[src/rtl/alu_bit_sequencer.sv]
// alu_bit_sequencer: drives an external 1-bit ALU slice over WIDTH cycles and
// reassembles the bit-serial result with its final carry and illegal-opcode flag.
module alu_bit_sequencer #(
    parameter int WIDTH = 8
) (
    input  logic             clk,
    input  logic             rst_n,
    input  logic             req_valid,
    output logic             req_ready,
    input  logic [2:0]       op_sel,
    input  logic [WIDTH-1:0] op_a,
    input  logic [WIDTH-1:0] op_b,
    output logic [2:0]       alu_sel,
    output logic             alu_a,
    output logic             alu_b,
    output logic             alu_cin,
    input  logic             alu_out,
    input  logic             alu_cout,
    output logic             res_valid,
    input  logic             res_ready,
    output logic [WIDTH-1:0] result,
    output logic             res_cout,
    output logic             res_err,
    output logic             busy
);
    localparam int CW = $clog2(WIDTH + 1);
    typedef enum logic [1:0] {IDLE, RUN, DONE} state_t;

    state_t           state_q, state_d;
    logic [2:0]       op_q, op_d;
    logic [WIDTH-1:0] a_q, a_d, b_q, b_d, res_q, res_d;
    logic [CW-1:0]    cnt_q, cnt_d;
    logic             carry_q, carry_d, cout_q, cout_d, err_q, err_d;
    logic             run, arith, illegal_in;

    assign run        = state_q == RUN;
    assign arith      = op_q == 3'b101 || op_q == 3'b110;
    assign illegal_in = op_sel == 3'b010 || op_sel == 3'b111;

    assign req_ready = state_q == IDLE;
    assign busy      = state_q != IDLE;
    assign res_valid = state_q == DONE;
    assign alu_sel   = run ? op_q : 3'b000;
    assign alu_a     = run & a_q[0];
    assign alu_b     = run & b_q[0];
    assign alu_cin   = run & arith & carry_q;
    assign result    = res_q;
    assign res_cout  = cout_q;
    assign res_err   = err_q;

    always_comb begin
        state_d = state_q;
        op_d    = op_q;
        a_d     = a_q;
        b_d     = b_q;
        res_d   = res_q;
        cnt_d   = cnt_q;
        carry_d = carry_q;
        cout_d  = cout_q;
        err_d   = err_q;
        case (state_q)
            IDLE: if (req_valid) begin
                op_d    = op_sel;
                a_d     = op_a;
                b_d     = op_b;
                res_d   = '0;
                cnt_d   = '0;
                // subtract is a + ~b + 1, so the carry seeds with 1
                carry_d = op_sel == 3'b101;
                cout_d  = 1'b0;
                err_d   = illegal_in;
                state_d = illegal_in ? DONE : RUN;
            end
            RUN: begin
                res_d   = {alu_out, res_q[WIDTH-1:1]};
                a_d     = a_q >> 1;
                b_d     = b_q >> 1;
                cnt_d   = cnt_q + 1'b1;
                carry_d = arith ? alu_cout : carry_q;
                if (cnt_q == CW'(WIDTH - 1)) begin
                    state_d = DONE;
                    cout_d  = arith & alu_cout;
                end
            end
            DONE: if (res_ready) state_d = IDLE;
            default: state_d = IDLE;
        endcase
    end

    always_ff @(posedge clk or negedge rst_n) begin
        if (!rst_n) begin
            state_q <= IDLE;
            op_q    <= '0;
            a_q     <= '0;
            b_q     <= '0;
            res_q   <= '0;
            cnt_q   <= '0;
            carry_q <= 1'b0;
            cout_q  <= 1'b0;
            err_q   <= 1'b0;
        end else begin
            state_q <= state_d;
            op_q    <= op_d;
            a_q     <= a_d;
            b_q     <= b_d;
            res_q   <= res_d;
            cnt_q   <= cnt_d;
            carry_q <= carry_d;
            cout_q  <= cout_d;
            err_q   <= err_d;
        end
    end
endmodule

[config.mk]
export PLATFORM = sky130hd
export DESIGN_NAME = alu_bit_sequencer
export DESIGN_NICKNAME = d
export VERILOG_FILES = /design/src/rtl/alu_bit_sequencer.sv
export SDC_FILE = /design/constraint.sdc
export NUM_CORES = 1
export LEC_CHECK = 0
export ABC_CLOCK_PERIOD_IN_PS = 1750
export CELL_PAD_IN_SITES_DETAIL_PLACEMENT = 2
export CELL_PAD_IN_SITES_GLOBAL_PLACEMENT = 2
export CORE_MARGIN = 3
export CORE_UTILIZATION = 28
export CTS_BUF_LIST = sky130_fd_sc_hd__clkbuf_16
export CTS_CLUSTER_SIZE = 8
export DETAILED_ROUTE_END_ITERATION = 6
export GPL_TIMING_DRIVEN = 0
export PLACE_DENSITY_LB_ADDON = 0.1
export SLEW_MARGIN = 15
export SYNTH_ARGS = -nofsm -noshare
export SYNTH_HDL_FRONTEND = slang
export SYNTH_SLANG_ARGS = --single-unit
[constraint.sdc]
create_clock -name clk -period 1.75 [get_ports clk]
set_input_delay 0.175 -clock clk [delete_from_list [all_inputs] [get_ports clk]]
set_output_delay 0.175 -clock clk [all_outputs]
set_load 0.02 [all_outputs]
==> metrics.csv, run 1 <==
metric;value;unit
outcome;finished, final reports clean;
vias;1583;
relSlewSlack;0.676;
cp_max_fo;10;
fin_crit;1.68;ns
final_layout_size_suffix_gt1_frac;0.155;
finalHoldViolations;0;
cts_buffers;5;
route.detailed.drc;0;
cap_violations;0;
start_util;0.291;
design_area;2460;um^2
ff2ff_setup_slack;0.26;ns
dr.pass1.iters;4;
fin_util;0.413;
path_class;flop to output pin;
grt_pass1_vias;1864;
grt_max_degree;20;
grt_first_pass_wirelength;9180;um
die_h;84.6;um
drt_iter0_drc;50;
power_frac_seq;0.322;
ios;44;
synth_seq_area_share;0.520;
fin_total_pwr;4.48;mW
reg2reg_depth;5;
wl_per_cell;15.8;um
period_share;0.962;
clk_pin_slew;0.05;ns
p_leak;1.17;nW
vdd_drop_max;676;uV
cts_tree;done;
fin_nets;278;
die_x;84.6;um
finalHoldWorstSlack;0.405;ns
crit_required;1.57;ns
cts_root_buf;clkbuf_16;
cp.arrival;1.51;ns
area_growth;42.1;%
vias_per_cell;4.84;
synth_nets;222;
critical_path.cell_chain;buf_6 > nor2b_1 > buf_4 > and2_4 > and3_4 > buf_6;
io_buffers;43;
clockPowerShare;0.187;
cp_slowest_stage_delay;0.37;ns
rr_startpoint;state_q[0];
mostFrequentLayoutCells;nand2_1 (64), dfrtp_1 (36), clkdlybuf4s50_1 (33);
syn_area_per_cell;8.84;um^2
yosysWarnings;0;
placed_cell_area;2280;um^2
finClkSkew;0.00532;ns
worstPathBufferInverterCount;3;
hold_path.class;input port to asynchronous set/reset pin;
reg2reg_to;b_q[4];
clock.fmax;0.594;GHz
clock_latency;0.28;ns
power_density;1820;nW/um^2
crit_cells;6;
switchingPower;1.81;mW
diodes;0;
synth_seq_cells;36;
swShare;0.404;
synth_cell_type_count;30;
rsz0062_at_grt;yes;
cp-endpoint;alu_cin;
startpoint;state_q[1];
synthCells;196;
start_kind;flop;
cp_top_family;simple AND/OR/NAND/NOR gates;
worst_path_max_delay_cell;dfrtp_1;
dp_hpwl;3590;um
die_area;7160;um^2
rows;28;
syn_area;1730;um^2
worst_pin_slew;0.485;ns
clock-sinks;36;
internal_power;2.67;mW
core-area;5960;um^2
cts_buffer_depth;2;
cp-end-kind;output pin;
setup_violations;0;
layout_commonest_cell;nand2_1;
grt.overflow.total;0;
drtAntennaViolNets;0;
grt_usage;0.159;
antenna_found_initial;0;
cts_max_level;2;
gp_congestion;0.748;
final.fill_count;677;
pwr-share-comb;0.491;
drv_slew;0;
routed_wl;5160;um
critPathMostFrequentCell;buf_6;
-- through the flow --
step | instances | TNS (ns) | setup WS, ns
final | 327 | 0 | 0.0670
after global routing | 327 | -0.0106 | -0.0106
after CTS | 326 | 0 | 0.00907
after detailed placement | 315 | -0.848 | -0.327
after global placement | 314 | -17.24 | -0.463
after floorplan | 196 | 0 | 0.277
-- final cells by class --
cell class	instances	area, um^2	area share
flip-flops and latches	36	901	0.366
multi-input cells	142	726	0.295
repair buffers	49	475	0.193
clock buffers	5	125	0.0509
plain buffers	15	119	0.0483
well taps	75	93.8	0.0381
inverters	3	11.3	0.00458
clock inverters	2	8.76	0.00356
-- power groups by stage --
stage / combinational, mW / clock (mW) / sequential, mW
after floorplan: 1.24 / 0 / 1.49
after global placement: 2.07 / 0 / 1.44
after detailed placement: 2.15 / 0 / 1.45
after CTS: 2.22 / 0.858 / 1.45
after global routing: 2.49 / 0.900 / 1.51
final: 2.20 / 0.840 / 1.44
-- worst min path at each step --
stage / from / endpoint / slack, ns / cells after the start
CTS: rst_n / cnt_q[0] / 0.41 / 2
detailed placement: rst_n / b_q[1] / 0.16 / 1
floorplan: rst_n / a_q[0] / -0.12 / 0
global placement: res_err / res_err / 0.47 / 2
global route: rst_n / cnt_q[0] / 0.46 / 2
finish: rst_n / b_q[1] / 0.41 / 2
-- sequential cells by signal, summed over array words and instances (netlist names) --
name	cells
state_q	2
cnt_q	4
res_cout	1
result	8
a_q	8
res_err	1
b_q	8
op_q	3
carry_q	1
-- per-layer routing --
metal,GRT usage,vias up,share of wire,wire (um)
li1,-,760,-,-
met5,0,-,0,0
met3,0.0294,3,0.033,172
met2,0.283,26,0.51,2640
met4,0.0302,0,0.0039,20
met1,0.202,794,0.45,2330
-- cells in the mapped netlist (all sizes together) --
master | instances | share of area
a21bo | 1 | 0.0058
a21oi | 1 | 0.0029
a31oi | 15 | 0.054
a41oi | 2 | 0.010
and2 | 5 | 0.018
and3 | 1 | 0.0036
buf | 14 | 0.058
clkbuf | 1 | 0.0022
dfrtp | 36 | 0.52
ha | 1 | 0.0072
inv | 3 | 0.0065
mux2 | 1 | 0.0065
mux2i | 1 | 0.0058
nand2 | 64 | 0.14
nand2b | 1 | 0.0036
nand3 | 14 | 0.040
nand3b | 3 | 0.013
nand4 | 1 | 0.0036
nor2 | 17 | 0.037
nor2b | 3 | 0.011
nor3b | 1 | 0.0072
o211ai | 1 | 0.0072
o21ai | 2 | 0.0058
o22ai | 2 | 0.0072
o31ai | 1 | 0.0043
or3b | 1 | 0.0051
xnor2 | 1 | 0.0051
xor2 | 2 | 0.010
-- cells by family after synthesis --
logic type               count (synthesis)  share of synthesized area
AND/OR/NAND/NOR                        111                      0.281
multiplexers                             2                     0.0123
flip-flops                              36                      0.520
buffers and inverters                   18                     0.0665
adder cells (fa/ha/maj)                  1                    0.00722
AO/OA/AOI/OAI                           25                     0.0975
XOR/XNOR                                 3                     0.0152
-- worst reg2reg max path, stage by stage (launching register included) --
cell	delay (ns)
dfrtp_1	0.38
buf_4	0.18
nor3b_2	0.33
buf_4	0.24
nand2_1	0.08
a31oi_1	0.18
-- timing repair --
| action | CTS | global route |
|---|---|---|
| setup endpoints to repair | 8 | 8 |
| hold buffers | 1 | 0 |
| resized for setup | 23 | 14 |
| pin swaps | 0 | 0 |
| cloned | 0 | 0 |
| hold endpoints to repair | 17 | 0 |
| buffers inserted | 3 | 1 |
(Power assumes the default switching activity.)
==> run 2: changes to the inputs <==
--- a/config.mk
+++ b/config.mk
@@ -13,6 +13,7 @@
 export CTS_BUF_LIST = sky130_fd_sc_hd__clkbuf_16
 export CTS_CLUSTER_SIZE = 8
 export DETAILED_ROUTE_END_ITERATION = 6
+export GPL_ROUTABILITY_DRIVEN = 0
 export GPL_TIMING_DRIVEN = 0
 export PLACE_DENSITY_LB_ADDON = 0.1
 export SLEW_MARGIN = 15
==> results of run 2 <==
No change in the layout: final DEF, timing and power equal those of run 1.
